`src/rtl/sync_delay_sched.sv`:
```
// Timed-event scheduler: holds up to DEPTH tagged strobes, each in its own
// down-counting slot, and emits each strobe with its tag once its delay has
// elapsed. At most one expiry is emitted per clock, lowest slot index first.
module sync_delay_sched #(
    parameter int CNT_W  = 16,
    parameter int TAG_W  = 4,
    parameter int DEPTH  = 4,
    parameter int PEND_W = $clog2(DEPTH + 1)
) (
    input  logic              clk,
    input  logic              reset,
    input  logic              enable,
    input  logic              in_stb,
    input  logic [TAG_W-1:0]  in_tag,
    input  logic [CNT_W-1:0]  delay,
    input  logic              clr_ovf,
    output logic              out_stb,
    output logic [TAG_W-1:0]  out_tag,
    output logic [PEND_W-1:0] pending,
    output logic              overflow
);

    localparam int IDX_W = (DEPTH > 1) ? $clog2(DEPTH) : 1;

    // Slot storage
    logic [DEPTH-1:0] valid_q, valid_d;
    logic [CNT_W-1:0] cnt_q [DEPTH];
    logic [CNT_W-1:0] cnt_d [DEPTH];
    logic [TAG_W-1:0] tag_q [DEPTH];
    logic [TAG_W-1:0] tag_d [DEPTH];

    // Registered outputs
    logic              out_stb_q, out_stb_d;
    logic [TAG_W-1:0]  out_tag_q, out_tag_d;
    logic [PEND_W-1:0] pending_q, pending_d;
    logic              overflow_q, overflow_d;

    // Per-cycle decisions, all taken from the state at the start of the cycle
    logic [DEPTH-1:0] ready;
    logic             free_found, grant_found, drop;
    logic [IDX_W-1:0] free_idx, grant_idx;

    // Slot selection, countdown, allocation and grant for this cycle
    always_comb begin
        // NOTE: every combinational output is given a default first so no path
        // leaves it unassigned; otherwise synthesis infers a latch.
        valid_d     = valid_q;
        cnt_d       = cnt_q;
        tag_d       = tag_q;
        ready       = '0;
        free_found  = 1'b0;
        free_idx    = '0;
        grant_found = 1'b0;
        grant_idx   = '0;

        for (int i = 0; i < DEPTH; i++) begin
            ready[i] = valid_q[i] && (cnt_q[i] == '0);
        end

        // Lowest-index invalid slot is the allocation target
        for (int i = 0; i < DEPTH; i++) begin
            if (!valid_q[i] && !free_found) begin
                free_found = 1'b1;
                free_idx   = IDX_W'(i);
            end
        end

        // Lowest-index ready slot wins the single grant of this cycle
        for (int i = 0; i < DEPTH; i++) begin
            if (enable && ready[i] && !grant_found) begin
                grant_found = 1'b1;
                grant_idx   = IDX_W'(i);
            end
        end

        // Counters saturate at zero; ready slots simply hold there
        if (enable) begin
            for (int i = 0; i < DEPTH; i++) begin
                if (valid_q[i] && (cnt_q[i] != '0)) begin
                    cnt_d[i] = cnt_q[i] - 1'b1;
                end
            end
        end

        if (grant_found) begin
            valid_d[grant_idx] = 1'b0;
        end

        // The free slot was invalid at cycle start, so it never collides with
        // the granted slot, and a slot freed this cycle is not reused yet.
        drop = in_stb && !free_found;
        if (in_stb && free_found) begin
            valid_d[free_idx] = 1'b1;
            cnt_d[free_idx]   = delay;
            tag_d[free_idx]   = in_tag;
        end
    end

    // Output next-state: expiry pulse, held tag, occupancy and sticky overflow
    always_comb begin
        out_stb_d  = grant_found;
        out_tag_d  = grant_found ? tag_q[grant_idx] : out_tag_q;
        overflow_d = drop || (overflow_q && !clr_ovf);
        pending_d  = '0;
        for (int i = 0; i < DEPTH; i++) begin
            pending_d = pending_d + {{(PEND_W-1){1'b0}}, valid_d[i]};
        end
    end

    // Control state and outputs, cleared by synchronous reset
    always_ff @(posedge clk) begin
        // NOTE: sequential state uses non-blocking assignments so every register
        // samples the pre-edge values, independent of statement order.
        if (reset) begin
            valid_q    <= '0;
            out_stb_q  <= 1'b0;
            out_tag_q  <= '0;
            pending_q  <= '0;
            overflow_q <= 1'b0;
        end else begin
            valid_q    <= valid_d;
            out_stb_q  <= out_stb_d;
            out_tag_q  <= out_tag_d;
            pending_q  <= pending_d;
            overflow_q <= overflow_d;
        end
    end

    // Slot payload storage
    always_ff @(posedge clk) begin
        // NOTE: counters and tags are not reset; they are only ever read through
        // a set valid bit, so clearing valid_q is sufficient and keeps this a
        // plain register array.
        cnt_q <= cnt_d;
        tag_q <= tag_d;
    end

    assign out_stb  = out_stb_q;
    assign out_tag  = out_tag_q;
    assign pending  = pending_q;
    assign overflow = overflow_q;

endmodule

```
`config.mk`:
```
export PLATFORM = sky130hd
export DESIGN_NAME = sync_delay_sched
export DESIGN_NICKNAME = d
export VERILOG_FILES = /design/src/rtl/sync_delay_sched.sv
export SDC_FILE = /design/constraint.sdc
export NUM_CORES = 1
export LEC_CHECK = 0
export BUFFER_PORTS_ARGS = -buffer_cell sky130_fd_sc_hd__buf_2
export CORE_ASPECT_RATIO = 1.4
export CORE_MARGIN = 5
export CORE_UTILIZATION = 60
export DETAILED_ROUTE_END_ITERATION = 10
export PLACE_DENSITY = 0.79
export RECOVER_POWER = 25
export SLEW_MARGIN = 5
export SYNTH_ARGS = -nofsm -noshare
export SYNTH_HDL_FRONTEND = slang
export SYNTH_SLANG_ARGS = --single-unit
```
`constraint.sdc`:
```
create_clock -name clk -period 3.5 [get_ports clk]
set_input_delay 0.175 -clock clk [delete_from_list [all_inputs] [get_ports clk]]
set_output_delay 0.175 -clock clk [all_outputs]
set_load 0.01 [all_outputs]
```
==> results.cfg <==
[status]
outcome = finished, final reports clean

[critical_path]
crit_family = simple AND/OR/NAND/NOR gates
crit_slowest_cell = or4_4
crit_path_end_kind = flop
slowest_delay_ps = 600
crit_path_start_kind = flop
cp_common_cell = ha_1
critPathRequiredTime_ps = 3750
crit_chain = inv_1 -> ha_1 -> or3b_1 -> or4_4 -> nor2_1 -> o31ai_1 -> nand2_1 -> fa_1 -> ha_1 -> ha_1 -> nor2b_1
crit_fanout = 13
critPathArrivalTime_ps = 3370
crit_type = reg -> reg
worst-path-buf-inv = 1

[finish]
diodes = 0
multiInputGateArea_sq_mm = 0.002542
fill_cells = 625
ff_latch_area_sq_mm = 0.002022
area_delta_synth_final_pct = 9.426
nNetsFinal = 605
drive_gt1_share_pct = 12.80
stdcell_area_sq_mm = 0.005200

[sta]
hold_violations = 0
period_share_pct = 89.16
tns_ps = 0
setup_slack_ps = 379.4
finalMaxSlewViolations = 0
max_freq_mhz = 320.5
max_slew_margin_pct = 34.01
min_period_ps = 3121
worst_pin_slew_ps = 988.8
clock_skew_ps = 9.540
setup_viol = 0
grt_setup_unrepaired = no

[synthesis]
ys_types = 55
syn-mean-instance-area_sq_um = 8.751
ys_top_cells_by_area = dfxtp_1, edfxtp_1, o21ai_0, nand2_1, xnor2_1
ys_ff_latch = 93
synth_top_area_share_pct = 32.44
netlist_instances = 543
yosysMostFrequentCell = dfxtp_1
synth_ff_type = dfxtp_1
syn-num-nets = 575
synth_edf_count = 16
synth_top_cell_by_area = dfxtp_1
synthArstFlopShare_pct = 0
synth_common_cells = dfxtp_1, nand2_1, o21ai_0, nor2_1, nor3_1
synth_seq_area_share_pct = 42.55
ys_warn_count = 0
syn_area_sq_mm = 0.004752

[grt]
grt_max_degree = 37
antenna_found_initial = 0
grt_pass1_wl_microns = 19040
gr-total-overflow = 0
gr-usage-all-layers_pct = 24.85
first_global_vias = 4019

[place]
preCtsSetupSlack_ps = 393.3
dpl_cell_area_sq_mm = 0.004994
io_buffers = 33
dpl.hpwl_microns = 8500
gp_congestion = 0.9439

[clocking]
clkSinkCount = 93
clk_pin_slew_ps = 90
clk-insertion-delay-late_ps = 360
cts_buffer_depth = 2
ctsRootBufferMaster = clkbuf_8
cts_hold_buf = 0
post-cts-setup-buffers = 0
numCtsBuffers = 9
cts_resized = 0
cts_tree = built
htree_num_levels = 3

[routing]
met1_length_microns = 4920
vias = 4145
drc = 0
first_iter_violations = 323
viasPerCell = 6.114
wl_per_cell_microns = 17.30
met3_length_microns = 537
met2WireLength_microns = 5724
ant_nets = 0
routed.top_layer = met4
firstDrtPassIters = 5
drt-total-wl_microns = 11730

[die]
die-width_microns = 85.22
rows = 38
initial_core_util_pct = 61.32
dieArea_sq_mm = 0.009825
io_pins = 34
die_y_microns = 115.3
core_sq_mm = 0.007750

[power]
p_seq_share_pct = 52.2
power.switching_w = 0.0008003
power_per_cell_area_mw_per_mm2 = 523.7
p_comb_share_pct = 17.9
clkPwrFrac_pct = 29.9
swShare_pct = 29.39
p_leak_nw = 1.794
internal-power_w = 0.001923
ir_worst_vdd_uv = 360.6

[hold_path]
hold_class = in -> reg

[run]
drv_cap = 0
==> cells by family (layout without fill, tap and decap cells) <==
group,count (synthesis),count (layout),share of synthesized area (%)
buffers and inverters,40,75,3.949
multiplexers,2,2,0.4739
XOR/XNOR,44,44,8.110
AO/OA/AOI/OAI,118,118,15.06
flip-flops,93,93,42.55
adder cells (fa/ha/maj),7,7,2.001
AND/OR/NAND/NOR,239,239,27.86
==> layout make-up <==
class / instances / share of cell area, %
tap: 100 / 2.406
inverter: 15 / 1.083
timing repair buffer: 44 / 4.379
clock inverter: 4 / 1.347
clock buffer: 12 / 3.008
multi-input combinational: 410 / 48.89
sequential: 93 / 38.88
==> power by group through the flow <==
stage | sequential (W) | clock, W | combinational, W
5_1_grt | 0.00144 | 0.000871 | 0.000552
3_5_place_dp | 0.00144 | 0 | 0.000478
2_1_floorplan | 0.00140 | 0 | 0.000372
4_1_cts | 0.00142 | 0.000824 | 0.000486
3_3_place_gp | 0.00143 | 0 | 0.000456
6_report | 0.00142 | 0.000815 | 0.000487
==> metal layers <==
layer	track usage, %	vias up
met2	42.69	125
met4	14.57	0
met5	0	-
met3	2.796	37
met1	29.84	1950
li1	-	2033
==> placed cells by master, fill, tap and decap left out, drive strengths merged, types with 12 or more instances in the layout <==
master,instances
a31oi,14
buf,30
clkbuf,26
dfxtp,77
edfxtp,16
inv,14
nand2,66
nand4,12
nor2,33
nor3,33
nor4,19
o21ai,62
or3,21
xnor2,26
xor2,18
==> flip-flops by register name (all words and copies together) (netlist names) <==
name	cells
cnt_q	64
tag_q	16
valid_q	4
out_tag	4
pending	3
overflow	1
out_stb	1
==> stage by stage <==
stage,hold WS [ps],cells,utilization (%),total power (W)
after floorplan,273.9,543,-,0.001772
after global placement,418.3,662,64.43,0.001885
after detailed placement,410.9,662,64.43,0.001918
after CTS,29.27,678,67.36,0.002726
after global routing,106.3,678,67.10,0.002864
final,99.80,678,67.10,0.002723
==> final timing paths <==
path / end / slack [ps] / start / depth (start not counted)
setup / recovery: pending[1] / 380 / cnt_q[48] / 11
hold / removal: tag_q[3] / 100 / in_tag[3] / 1
setup reg to reg: pending[1] / 380 / cnt_q[48] / 11
hold reg to reg: cnt_q[49] / 510 / cnt_q[49] / 2
(Power assumes the default switching activity.)
